$ cat config.mk
export PLATFORM = sky130hd
export DESIGN_NAME = seg7_scan_decoder
export DESIGN_NICKNAME = d
export VERILOG_FILES = /design/src/rtl/seg7_pkg.sv /design/src/rtl/seg7_pattern_decode.sv /design/src/rtl/seg7_scan_decoder.sv
export SDC_FILE = /design/constraint.sdc
export NUM_CORES = 1
export LEC_CHECK = 0
export BUFFER_PORTS_ARGS = -buffer_cell sky130_fd_sc_hd__buf_2
export CAP_MARGIN = 15
export CORE_MARGIN = 2
export CORE_UTILIZATION = 42
export CTS_CLUSTER_SIZE = 30
export DETAILED_ROUTE_END_ITERATION = 8
export GPL_TIMING_DRIVEN = 0
export PLACE_DENSITY_LB_ADDON = 0.08
export SETUP_SLACK_MARGIN = 0.02
export SLEW_MARGIN = 25
export SYNTH_ARGS = -nofsm -noshare
export SYNTH_HDL_FRONTEND = slang
export SYNTH_SLANG_ARGS = --single-unit
$ cat constraint.sdc
create_clock -name clk_in -period 5.2 [get_ports clk_in]
set_clock_uncertainty 0.2 [all_clocks]
set_input_delay 1.04 -clock clk_in [delete_from_list [all_inputs] [get_ports clk_in]]
set_output_delay 1.04 -clock clk_in [all_outputs]
set_load 0.05 [all_outputs]
$ cat src/rtl/seg7_pkg.sv
// Shared definitions for the 7-segment scan decoder: segment code table,
// segment bit positions, FSM state type and select-pattern helpers.
package seg7_pkg;

  localparam int SEG_A  = 0;
  localparam int SEG_G  = 6;
  localparam int SEG_DP = 7;

  // Active-low segment codes indexed by nibble value, bit order {dp,g,f,e,d,c,b,a}
  localparam logic [7:0] SEG_CODES [16] = '{
    8'hC0, 8'hF9, 8'hA4, 8'hB0,
    8'h99, 8'h92, 8'h82, 8'hF8,
    8'h80, 8'h90, 8'h88, 8'h83,
    8'hC6, 8'hA1, 8'h86, 8'h8E
  };

  typedef enum logic [1:0] {
    IDLE   = 2'd0,
    SETTLE = 2'd1,
    HELD   = 2'd2
  } scan_state_t;

  function automatic logic sel_valid(input logic [7:0] sel);
    return $onehot(~sel);
  endfunction

  function automatic logic [2:0] sel_index(input logic [7:0] sel);
    logic [2:0] idx;
    idx = '0;
    for (int i = 0; i < 8; i++) begin
      if (!sel[i]) idx = i[2:0];
    end
    return idx;
  endfunction

endpackage

$ cat src/rtl/seg7_pattern_decode.sv
// Combinational lookup of a 7-bit active-low segment pattern to its hex nibble.
module seg7_pattern_decode
  import seg7_pkg::*;
(
  input  logic [6:0] seg,
  output logic       match,
  output logic [3:0] nibble
);

  // Codes are unique, so at most one entry can hit; dp is forced off on both sides.
  always_comb begin
    match  = 1'b0;
    nibble = 4'h0;
    for (int i = 0; i < 16; i++) begin
      if ({1'b1, seg} == (SEG_CODES[i] | 8'h80)) begin
        match  = 1'b1;
        nibble = i[3:0];
      end
    end
  end

endmodule

$ cat src/rtl/seg7_scan_decoder.sv
// Reconstructs the 32-bit word shown on a multiplexed 8-digit 7-segment
// display by sniffing the driver's segment and digit-select lines.
module seg7_scan_decoder
  import seg7_pkg::*;
#(
  parameter int SETTLE_CYCLES  = 4,
  parameter int STABLE_FRAMES  = 2,
  parameter int TIMEOUT_CYCLES = 65536
) (
  input  logic        clk_in,
  input  logic        reset,
  input  logic [7:0]  o_seg,
  input  logic [7:0]  o_sel,
  output logic [31:0] value,
  output logic        value_valid,
  output logic        frame_done,
  output logic        frame_err,
  output logic        stable,
  output logic [7:0]  digit_mask
);

  localparam int SW = $clog2(SETTLE_CYCLES + 1);
  localparam int TW = $clog2(TIMEOUT_CYCLES + 1);
  localparam int KW = $clog2(STABLE_FRAMES + 1);

  logic [7:0]    seg_q;
  logic [7:0]    sel_q;
  logic [7:0]    cur_sel_q, cur_sel_d;
  scan_state_t   state_q, state_d;
  logic [SW-1:0] settle_cnt_q, settle_cnt_d;
  logic [TW-1:0] tmo_cnt_q;
  logic [KW-1:0] stable_cnt_q;
  logic [31:0]   word_q;
  logic          err_flag_q;
  logic          capture;
  logic          seg_match;
  logic [3:0]    seg_nibble;
  logic [2:0]    cap_idx;
  logic          frame_complete;
  logic          timeout_hit;
  logic [7:0]    base_mask;
  logic          base_err;
  logic          unused_dp;

  assign unused_dp = seg_q[SEG_DP];

  seg7_pattern_decode u_decode (
    .seg    (seg_q[SEG_G:SEG_A]),
    .match  (seg_match),
    .nibble (seg_nibble)
  );

  // Any invalid select drops back to IDLE; a new valid select always restarts settling.
  always_comb begin
    state_d      = state_q;
    settle_cnt_d = settle_cnt_q;
    cur_sel_d    = cur_sel_q;
    capture      = 1'b0;
    if (!sel_valid(sel_q)) begin
      state_d      = IDLE;
      settle_cnt_d = '0;
    end else begin
      case (state_q)
        IDLE: begin
          state_d      = SETTLE;
          settle_cnt_d = SW'(1);
          cur_sel_d    = sel_q;
        end
        SETTLE: begin
          if (sel_q != cur_sel_q) begin
            settle_cnt_d = SW'(1);
            cur_sel_d    = sel_q;
          end else if (settle_cnt_q >= SW'(SETTLE_CYCLES - 1)) begin
            state_d      = HELD;
            settle_cnt_d = '0;
            capture      = 1'b1;
          end else begin
            settle_cnt_d = settle_cnt_q + SW'(1);
          end
        end
        HELD: begin
          if (sel_q != cur_sel_q) begin
            state_d      = SETTLE;
            settle_cnt_d = SW'(1);
            cur_sel_d    = sel_q;
          end
        end
        default: begin
          state_d      = IDLE;
          settle_cnt_d = '0;
        end
      endcase
    end
  end

  assign cap_idx        = sel_index(sel_q);
  assign frame_complete = (digit_mask == 8'hFF);
  assign timeout_hit    = (tmo_cnt_q == TW'(TIMEOUT_CYCLES - 1));
  assign base_mask      = frame_complete ? 8'h00 : digit_mask;
  assign base_err       = frame_complete ? 1'b0 : err_flag_q;
  assign stable         = (stable_cnt_q >= KW'(STABLE_FRAMES));

  // A capture in the completing cycle starts the next frame rather than being lost.
  always_ff @(posedge clk_in) begin
    if (reset) begin
      seg_q        <= '0;
      sel_q        <= '0;
      cur_sel_q    <= '0;
      state_q      <= IDLE;
      settle_cnt_q <= '0;
      tmo_cnt_q    <= '0;
      stable_cnt_q <= '0;
      word_q       <= '0;
      err_flag_q   <= 1'b0;
      digit_mask   <= '0;
      value        <= '0;
      value_valid  <= 1'b0;
      frame_done   <= 1'b0;
      frame_err    <= 1'b0;
    end else begin
      seg_q        <= o_seg;
      sel_q        <= o_sel;
      cur_sel_q    <= cur_sel_d;
      state_q      <= state_d;
      settle_cnt_q <= settle_cnt_d;
      frame_done   <= frame_complete;
      frame_err    <= frame_complete & err_flag_q;

      if (frame_complete && !err_flag_q) begin
        value       <= word_q;
        value_valid <= 1'b1;
        if (value_valid && (word_q == value)) begin
          if (stable_cnt_q < KW'(STABLE_FRAMES)) stable_cnt_q <= stable_cnt_q + KW'(1);
        end else begin
          stable_cnt_q <= KW'(1);
        end
      end

      if (capture) begin
        digit_mask                  <= base_mask | (8'(1) << cap_idx);
        err_flag_q                  <= base_err | ~seg_match;
        word_q[{cap_idx, 2'b00} +: 4] <= seg_match ? seg_nibble : 4'h0;
        tmo_cnt_q                   <= '0;
      end else if (timeout_hit) begin
        digit_mask <= '0;
        err_flag_q <= 1'b0;
        tmo_cnt_q  <= '0;
      end else begin
        digit_mask <= base_mask;
        err_flag_q <= base_err;
        tmo_cnt_q  <= tmo_cnt_q + TW'(1);
      end
    end
  end

endmodule
==> reports/metrics.yaml, run 1 <==
critical_path:
  r2r_setup_slack_ns: 0.66
  end_kind: "register"
  path_cells: "inv_1, fa_1, fa_1, fa_1, ha_1, inv_1, fa_1, nand2_1, nand4_1, nor4b_2, nand3_1, mux2i_1"
  crit_path_top_delay_cell: "nor4b_2"
  path_common_cell: "fa_1"
  crit_family: "adder cells"
  crit_path_max_fanout: 6
  required_ns: 5.27
  cpPeakStageDelay_ns: 0.54
  startpoint_type: "register"
  crit_arrival_ns: 4.61
  path_class: "reg -> reg"
  cp.buffers_inverters: 2
sta:
  hold_viol: 0
  slew-limit-headroom_pct: 46.0
  setup_viol: 0
  fin_tns_setup_ns: 0
  fmax_mhz: 220
  slew_viol_final: 0
  layout_min_cycle_time_ns: 4.54
  grt_setup_unrepaired: "no"
  post-route-worst-setup-slack_ns: 0.661
  tightest_slew_ns: 0.810
  period_share_pct: 87.3
placed_design:
  port-buffer-count: 59
  place_congestion: 0.845
  pre_cts_ws_ns: 0.683
  dp_hpwl_mm: 10.8
detailed_routing:
  firstDrtPassIters: 4
  drtAntennaViolNets: 0
  drc_errors: 0
  drt_iter0_drc: 221
  wire_per_inst_um: 15.9
  routed_wl_mm: 14.4
  num_vias: 4713
  via_per_inst: 5.19
synthesis:
  synth_common_cells: "123 x dfxtp_1, 77 x nor2_1, 69 x mux2i_1"
  async_reset_ff_share_pct: 0
  syn_inst: 637
  synth_area_leader_cell: "dfxtp_1"
  yosys_warnings: 0
  synth_area_um2: 6000
  ys.flop_type: "dfxtp_1"
  syn-num-nets: 677
  yosys.cell_types.count: 58
  ys_seq_area_share_pct: 41.0
  avgSynthCellArea_um2: 9.42
  synth_edf_count: 0
  synth_area_leaders: "dfxtp_1 41%, mux2i_1 12%, xnor2_1 6.3%, nor2_1 4.8%, nand2b_1 4.8%"
  ys_ff_latch: 123
  yosysMostFrequentCell: "dfxtp_1"
  yosys.area.top_type_share_pct: 41.0
global_route:
  first_global_vias: 4673
  grt_pass1_wl_mm: 23.5
  antenna_found_initial: 0
  grt-ovfl-total: 0
  grt_usage_pct: 20.1
  grt_max_degree: 17
clock_tree:
  ctsHoldBuffers: 0
  root_buffer: "clkbuf_16"
  cts.sinks: 123
  clk_pin_slew_ns: 0.05
  numCtsBuffers: 17
  clkLatencyLatePin_ns: 0.41
  cts_max_level: 4
  cts_setup_buffers: 0
  cts_resized: 0
  cts_buffer_depth: 2
  cts_tree: "built"
job:
  drv_cap: 0
pwr:
  power_density_nw_per_um2: 327
  power_uw: 2320
  leakagePower_uw: 0.00285
  ir_drop_mv: 0.201
cells_and_area:
  antenna_cells: 0
  syn_to_final_growth_pct: 18.3
  n_fill_cell: 1332
  multi_input_comb_area_um2: 3330
  ff_latch_area_um2: 2460
  drive_above_1_share_pct: 15.5
  nNetsFinal: 755
outcome:
  status: "complete, no violations"
floorplanning:
  die-area_um2: 15300
  die_h_um: 124
  ioPinCount: 62
  num_rows: 43
  core_um2: 13900
  start_util_pct: 43.1
  die_w_um: 124
hold_path:
  hp-class: "reg -> reg"
-- routing by layer --
metal / track usage, % / share of wire (%) / vias up
met5: 1.39 / 0 / -
met4: 7.95 / 1.8 / 0
met3: 4.57 / 4.1 / 17
met2: 31.7 / 45 / 89
met1: 26.5 / 49 / 2241
li1: - / - / 2366
-- layout make-up --
class                           count  area share [%]
Clock buffer                       17            5.99
Clock inverter                     15            2.12
Tap cell                          180            3.17
Sequential cell                   123            34.7
Buffer                             28            1.78
Multi-Input combinational cell    463            46.9
Timing Repair Buffer               59            4.16
Inverter                           23            1.22
-- stage by stage --
stage,hold WS [ns],cell area (um^2),instances,utilization (%)
floorplan,0.217,6000,637,-
global placement,0.237,6520,876,46.8
detailed placement,0.247,6520,876,46.8
CTS,0.265,7100,908,50.9
global route,0.289,7100,908,50.9
finish,0.262,7100,908,50.9
-- worst reg2reg max path, delay by kind of cell, from the launching register on --
| family | cells | cell delay (ns) |
|---|---|---|
| adders and majority gates | 5 | 1.99 |
| and+or+nand+nor | 4 | 1.40 |
| DFF | 1 | 0.46 |
| muxes | 1 | 0.21 |
| buffers and inverters | 2 | 0.15 |
-- cells in the final DEF (no fill, tap or decap), drive strengths merged, types with 4 or more instances in the layout --
cell / n
dfxtp: 123
nor2: 79
mux2i: 69
buf: 69
nand2b: 46
xnor2: 43
clkbuf: 35
nand2: 26
inv: 25
nand3: 23
nand4: 23
nor2b: 19
ha: 18
a211oi: 13
nor3: 13
xor2: 12
o21ai: 7
clkinv: 7
nor4: 6
and3: 5
o211ai: 4
fa: 4
clkinvlp: 4
-- flip-flops by register name, indices dropped and copies added (netlist names), 3 cells and up --
register / flops
value: 32
word_q: 32
tmo_cnt_q: 17
cur_sel_q: 8
digit_mask: 8
sel_q: 8
seg_q: 7
settle_cnt_q: 3
-- report_power, final --
part | switching (uW) | total, uW | internal [uW]
sequential | 15.8 | 976 | 960
combinational | 124 | 205 | 81.6
clock | 439 | 1140 | 703
total | 579 | 2320 | 1740
-- cells by family after synthesis --
logic type	Yosys count	share of synthesized area, %
compound gates	52	7.11
xor+xnor	55	8.03
mux	69	11.5
flops	123	41.0
buf+inv	51	3.54
simple gates	265	23.7
fa+ha+maj	22	5.09
-- path summary, 6_finish.rpt --
path,cells after the start,from,to
hold / removal,1,tmo_cnt_q[0],tmo_cnt_q[0]
setup / recovery,12,sel_q[3],word_q[14]
hold reg to reg,1,tmo_cnt_q[0],tmo_cnt_q[0]
setup reg to reg,12,sel_q[3],word_q[14]
Note: power is estimated with default switching activity, not from simulation.
==> run 2: changes to the inputs <==
Settings changed: ABC_AREA set to 1, SETUP_SLACK_MARGIN 0.02 to 0.2.
==> reports/metrics.yaml, run 2 <==
outcome:
  status: "complete, no violations"  # unchanged
synthesis:
  synth_area_leaders: "dfxtp_1 42%, nand2_1 8.7%, nor2_1 8.3%, inv_1 6.4%, o21ai_0 5.6%"  # was dfxtp_1 41%, mux2i_1 12%, xnor2_1 6.3%, nor2_1 4.8%, nand2b_1 4.8%
  synth_common_cells: "136 x nand2_1, 130 x nor2_1, 123 x dfxtp_1"  # was 123 x dfxtp_1, 77 x nor2_1, 69 x mux2i_1
  yosys.area.top_type_share_pct: 42.0  # was 41.0%
  yosysMostFrequentCell: "nand2_1"  # was dfxtp_1
  synth_area_um2: 5860  # was 6000 um^2
  avgSynthCellArea_um2: 7.25  # was 9.42 um^2
  yosys_warnings: 0  # unchanged
  yosys.cell_types.count: 39  # was 58
  syn-num-nets: 849  # was 677
  synth_area_leader_cell: "dfxtp_1"  # unchanged
  syn_inst: 809  # was 637
  ys_seq_area_share_pct: 42.0  # was 41.0%
  ys.flop_type: "dfxtp_1"  # unchanged
  ys_ff_latch: 123  # unchanged
  async_reset_ff_share_pct: 0  # unchanged
  synth_edf_count: 0  # unchanged
clock_tree:
  root_buffer: "clkbuf_16"  # unchanged
  ctsHoldBuffers: 0  # unchanged
  cts_resized: 0  # unchanged
  numCtsBuffers: 17  # unchanged
  cts_setup_buffers: 0  # unchanged
  cts_tree: "built"  # unchanged
  cts_max_level: 4  # unchanged
  cts.sinks: 123  # unchanged
  cts_buffer_depth: 2  # unchanged
  clkLatencyLatePin_ns: 0.41  # about the same
  clk_pin_slew_ns: 0.06  # was 0.05 ns
global_route:
  antenna_found_initial: 0  # unchanged
  grt_pass1_wl_mm: 23.8  # was 23.5 mm
  grt-ovfl-total: 0  # unchanged
  grt_max_degree: 17  # unchanged
  first_global_vias: 4950  # was 4673
  grt_usage_pct: 20.8  # was 20.1%
floorplanning:
  die_h_um: 122  # was 124 um
  core_um2: 13800  # was 13900 um^2
  die-area_um2: 14900  # was 15300 um^2
  start_util_pct: 42.6  # was 43.1%
  num_rows: 43  # unchanged
  ioPinCount: 62  # unchanged
  die_w_um: 122  # was 124 um
cells_and_area:
  nNetsFinal: 928  # was 755
  final_cell_mix: "136 x nand2_1, 130 x nor2_1, 123 x dfxtp_1, 100 x inv_1, 66 x o21ai_0"  # was 123 x dfxtp_1, 77 x nor2_1, 69 x mux2i_1, 67 x buf_2, 46 x nand2b_1
  layout_commonest_cell: "nand2_1"  # was dfxtp_1
  antenna_cells: 0  # unchanged
  top_regs: "value x32, word_q x32, tmo_cnt_q x17"  # unchanged
  drive_above_1_share_pct: 14.7  # was 15.5%
  syn_to_final_growth_pct: 18.9  # was 18.3%
  n_fill_cell: 1431  # was 1332
  fin_util_pct: 50.6  # was 50.9%
critical_path:
  rr_endpoint: "word_q[2]"  # was word_q[14]
  crit_path_max_fanout: 9  # was 6
  cpPeakStageDelay_ns: 0.58  # was 0.54 ns
  cp-startpoint: "sel_q[0]"  # was sel_q[3]
  startpoint_type: "register"  # unchanged
  reg2reg_depth: 16  # was 12
  r2r_setup_slack_ns: 1.0  # was 0.66 ns
  path_class: "reg -> reg"  # unchanged
  required_ns: 5.31  # was 5.27 ns
  reg2reg_from: "sel_q[0]"  # was sel_q[3]
  end_kind: "register"  # unchanged
  path_common_cell: "fa_1"  # unchanged
  crit_path_top_delay_cell: "fa_1"  # was nor4b_2
  cp.buffers_inverters: 3  # was 2
  crit_arrival_ns: 4.31  # was 4.61 ns
  path_cells: "inv_1, fa_1, fa_1, fa_1, ha_1, inv_1, fa_1, nand2_1, a21oi_1, nand2_1, nor2_2, nand2_4, clkinv_2, nand3_2, o21ai_0, nor2_1"  # was inv_1, fa_1, fa_1, fa_1, ha_1, inv_1, fa_1, nand2_1, nand4_1, nor4b_2, nand3_1, mux2i_1
  crit_family: "adder cells"  # unchanged
  path_depth: 16  # was 12
hold_path:
  min_to: "tmo_cnt_q[0]"  # unchanged
  hold_path_startpoint: "tmo_cnt_q[0]"  # unchanged
  hp-class: "reg -> reg"  # unchanged
  holdPathStages: 1  # unchanged
detailed_routing:
  via_per_inst: 4.91  # was 5.19
  routed_wl_mm: 14.8  # was 14.4 mm
  drt_iter0_drc: 313  # was 221
  wire_per_inst_um: 13.7  # was 15.9 um
  drtAntennaViolNets: 0  # unchanged
  num_vias: 5291  # was 4713
  drc_errors: 0  # unchanged
  firstDrtPassIters: 5  # was 4
pwr:
  power_density_nw_per_um2: 346  # was 327 nW/um^2
  ir_drop_mv: 0.294  # was 0.201 mV
  leakagePower_uw: 0.00321  # was 0.00285 uW
sta:
  grt_setup_unrepaired: "no"  # unchanged
  layout_min_cycle_time_ns: 4.20  # was 4.54 ns
  hold_viol: 0  # unchanged
  fin_tns_setup_ns: 0  # unchanged
  setup_viol: 0  # unchanged
  slew_viol_final: 0  # unchanged
  fmax_mhz: 238  # was 220 MHz
  tightest_slew_ns: 0.666  # was 0.810 ns
  period_share_pct: 80.8  # was 87.3%
  slew-limit-headroom_pct: 55.6  # was 46.0%
placed_design:
  place_congestion: 0.834  # was 0.845
  dp_hpwl_mm: 10.9  # was 10.8 mm
  port-buffer-count: 60  # was 59
job:
  drv_cap: 0  # unchanged
==> run 2: cell count changes after synthesis, moves of 8 or more <==
| cell | change |
|---|---|
| nand2_1 | +110 |
| inv_1 | +77 |
| mux2i_1 | -69 |
| a21oi_1 | +62 |
| o21ai_0 | +59 |
| nor2_1 | +53 |
| nand2b_1 | -46 |
| xnor2_1 | -33 |
| nor2b_1 | -19 |
| a211oi_1 | -13 |
| o21ai_1 | +11 |
| or2_2 | +8 |
==> run 2: logic make-up after synthesis <==
| kind of cell | after synthesis | synth area share (%) |
|---|---|---|
| AO/OA/AOI/OAI | 153 | 13.4 |
| flip-flops | 123 | 42.0 |
| AND/OR/NAND/NOR | 364 | 28.2 |
| buffers and inverters | 129 | 8.49 |
| XOR/XNOR | 18 | 2.69 |
| adder cells (fa/ha/maj) | 22 | 5.21 |
==> run 2: worst max path at each step <==
| stage | end |
|---|---|
| after floorplan | word_q[2] |
| final | word_q[2] |
| after global placement | tmo_cnt_q[15] |
| after detailed placement | tmo_cnt_q[15] |
| after CTS | word_q[2] |
| after global routing | word_q[2] |
==> run 2: per-layer routing <==
metal | vias to the layer above | routed length (um) | global-route usage (%)
li1 | 2750 | - | -
met1 | 2435 | 6870 | 26.2
met2 | 84 | 7100 | 34.4
met3 | 22 | 568 | 4.45
met4 | 0 | 276 | 8.69
met5 | - | 0 | 0
==> run 2: stage by stage <==
step | worst slack (ns) | area [um^2] | hold slack, ns | std cells | power, uW
4_1_cts | 0.952 | 6970 | 0.249 | 1078 | 2440
6_report | 0.999 | 6970 | 0.243 | 1078 | 2410
3_3_place_gp | 1.04 | 6390 | 0.229 | 1049 | 1250
2_1_floorplan | 1.38 | 5860 | 0.218 | 809 | 1190
3_5_place_dp | 0.985 | 6390 | 0.237 | 1049 | 1260
5_1_grt | 0.691 | 6970 | 0.281 | 1078 | 2510
==> run 2: final cells by class <==
| cell class | instances | area, um^2 | share of cell area (%) |
|---|---|---|---|
| multi-input cells | 557 | 2900 | 41.7 |
| plain buffers | 19 | 82.6 | 1.18 |
| flip-flops and latches | 123 | 2460 | 35.3 |
| clock buffers | 21 | 460 | 6.61 |
| well taps | 180 | 225 | 3.23 |
| clock inverters | 8 | 120 | 1.72 |
| inverters | 110 | 415 | 5.96 |
| repair buffers | 60 | 300 | 4.31 |
==> run 2: report_power, final <==
group | switching, uW | internal, uW
Combinational | 157 | 82.4
Sequential | 20.6 | 974
Clock | 408 | 767
==> run 3: changes to the inputs <==
Settings changed: ABC_AREA 1 to 0.
Clock period 5.2 ns to 3.4 ns, I/O delays scaled along.
==> reports/metrics.yaml, run 3 (synthesis gave the netlist of run 1 again) <==
global_route:
  grt_pass1_wl_mm: 25.0  # was 23.8 mm
  grt-ovfl-total: 0  # unchanged
  antenna_found_initial: 0  # unchanged
  grt_max_degree: 17  # unchanged
  first_global_vias: 4762  # was 4950
  grt_usage_pct: 21.7  # was 20.8%
floorplanning:
  ioPinCount: 62  # unchanged
  die_w_um: 124  # was 122 um
  num_rows: 43  # unchanged
  die-area_um2: 15300  # was 14900 um^2
  start_util_pct: 43.1  # was 42.6%
  die_h_um: 124  # was 122 um
  core_um2: 13900  # was 13800 um^2
sta:
  layout_min_cycle_time_ns: 4.00  # was 4.20 ns
  post-route-worst-setup-slack_ns: -0.604  # was 0.999 ns
  slew_viol_final: 0  # unchanged
  fin_tns_setup_ns: -38.52  # was 0 ns
  slew-limit-headroom_pct: 39.9  # was 55.6%
  period_share_pct: 118  # was 80.8%
  setup_viol: 71  # was 0
  grt_setup_unrepaired: "yes"  # was no
  fmax_mhz: 250  # was 238 MHz
  tightest_slew_ns: 0.892  # was 0.666 ns
  hold_viol: 0  # unchanged
  hold_ws_ns: 0.262  # was 0.243 ns
clock_tree:
  root_buffer: "clkbuf_16"  # unchanged
  cts_max_level: 4  # unchanged
  cts_tree: "built"  # unchanged
  numCtsBuffers: 17  # unchanged
  ctsHoldBuffers: 0  # unchanged
  cts_buffer_depth: 2  # unchanged
  clk_pin_slew_ns: 0.06  # about the same
  clkLatencyLatePin_ns: 0.42  # was 0.41 ns
  cts.sinks: 123  # unchanged
detailed_routing:
  wire_per_inst_um: 16.7  # was 13.7 um
  drc_errors: 0  # unchanged
  num_vias: 4841  # was 5291
  firstDrtPassIters: 4  # was 5
  via_per_inst: 5.18  # was 4.91
  drtAntennaViolNets: 0  # unchanged
  drt_iter0_drc: 257  # was 313
  routed_wl_mm: 15.6  # was 14.8 mm
job:
  drv_cap: 0  # unchanged
placed_design:
  port-buffer-count: 59  # was 60
  dp_hpwl_mm: 10.8  # was 10.9 mm
  pre_cts_ws_ns: -1.01  # was 0.985 ns
  place_congestion: 0.848  # was 0.834
outcome:
  failed_checks: "negative setup slack"
  status: "finished, violations left"  # was complete, no violations
cells_and_area:
  syn_to_final_growth_pct: 28.6  # was 18.9%
  final_cell_mix: "120 x dfxtp_1, 69 x mux2i_1, 67 x buf_2, 63 x nor2_1, 46 x nand2b_1"  # was 136 x nand2_1, 130 x nor2_1, 123 x dfxtp_1, 100 x inv_1, 66 x o21ai_0
  top_regs: "value x32, word_q x32, tmo_cnt_q x17"  # unchanged
  antenna_cells: 0  # unchanged
  layout_commonest_cell: "dfxtp_1"  # was nand2_1
  drive_above_1_share_pct: 24.9  # was 14.7%
  nNetsFinal: 781  # was 928
pwr:
  power_uw: 4020  # was 2410 uW
  seqPwrFrac_pct: 37.1  # was 41.3%
  p_int_uw: 3040  # was 1820 uW
  power_density_nw_per_um2: 521  # was 346 nW/um^2
  p_sw_share_pct: 24.4  # was 24.3%
  clkPwrFrac_pct: 49.8  # was 48.8%
  switching_power_uw: 982  # was 586 uW
  ir_drop_mv: 0.352  # was 0.294 mV
  leakagePower_uw: 0.00305  # was 0.00321 uW
  power_frac_comb_pct: 13.1  # was 9.9%
critical_path:
  startpoint_type: "register"  # unchanged
  crit_arrival_ns: 4.11  # was 4.31 ns
  cpPeakStageDelay_ns: 0.54  # was 0.58 ns
  path_class: "reg -> reg"  # unchanged
  crit_path_top_delay_cell: "fa_1"  # unchanged
  crit_path_max_fanout: 6  # was 9
  end_kind: "register"  # unchanged
  required_ns: 3.51  # was 5.31 ns
  path_cells: "inv_2, fa_1, fa_1, fa_1, ha_2, inv_2, fa_2, nand4_1, buf_6, buf_4, buf_6, o31ai_4, buf_6, nor2_2"  # was inv_1, fa_1, fa_1, fa_1, ha_1, inv_1, fa_1, nand2_1, a21oi_1, nand2_1, nor2_2, nand2_4, clkinv_2, nand3_2, o21ai_0, nor2_1
hold_path:
  hp-class: "reg -> reg"  # unchanged
run 3: changes by cell type in the layout (fill, tap and decap cells not counted), sizes merged, moves of 28 or more:
cell | previous run | this run
nand2 | 144 | 26
inv | 106 | 25
o21ai | 77 | 7
mux2i | 0 | 69
a21oi | 65 | 3
nor2 | 141 | 80
nand2b | 0 | 46
xnor2 | 10 | 43
buf | 65 | 93
run 3: layout make-up:
class | instances | area, um^2
Inverter | 23 | 86.3
Timing Repair Buffer | 83 | 538
Clock inverter | 14 | 218
Multi-Input combinational cell | 465 | 3610
Clock buffer | 18 | 439
Fill cell | 1234 | 6220
Buffer | 28 | 126
Tap cell | 180 | 225
Sequential cell | 123 | 2470
run 3: path summary, 6_finish.rpt:
| kind | to | depth (start not counted) | startpoint | slack [ns] |
|---|---|---|---|---|
| hold reg to reg | tmo_cnt_q[0] | 1 | tmo_cnt_q[0] | 0.26 |
| setup reg to reg | tmo_cnt_q[4] | 14 | sel_q[0] | -0.60 |
| hold / removal | tmo_cnt_q[0] | 1 | tmo_cnt_q[0] | 0.26 |
| setup / recovery | tmo_cnt_q[4] | 14 | sel_q[0] | -0.60 |
run 3: critical path, delay by kind of cell, from the launching register on:
kind / cells / cell delay, ns
and+or+nand+nor: 2 / 0.15
AOI/OAI and AO/OA: 1 / 0.32
DFF: 1 / 0.33
buffers and inverters: 6 / 0.68
adders and majority gates: 5 / 2.21
run 3: timing repair:
item	in CTS	in global routing
pin swaps	33	18
gates resized for setup	49	17
gates cloned	3	0
hold endpoints to repair	0	0
buffers inserted	22	1
endpoints found under the setup margin	71	71
run 3: power groups by stage:
stage / clock (uW) / combinational [uW] / sequential (uW)
after floorplan: 0 / 248 / 1520
final: 2000 / 526 / 1490
after CTS: 2040 / 487 / 1490
after global routing: 2110 / 567 / 1490
after detailed placement: 0 / 322 / 1520
after global placement: 0 / 311 / 1520
run 3: metal layers:
metal	GRT usage [%]	up-vias	routed length, um
met5	0	-	0
met4	5.40	0	146
met3	5.54	15	594
met2	34.9	90	7320
met1	29.1	2314	7550
li1	-	2422	-
run 3: stage by stage:
step / std cells / area, um^2 / util [%]
5_1_grt: 934 / 7720 / 55.4
3_3_place_gp: 876 / 6550 / 47.0
4_1_cts: 933 / 7650 / 54.9
6_report: 934 / 7720 / 55.4
2_1_floorplan: 637 / 6030 / -
3_5_place_dp: 876 / 6550 / 47.0
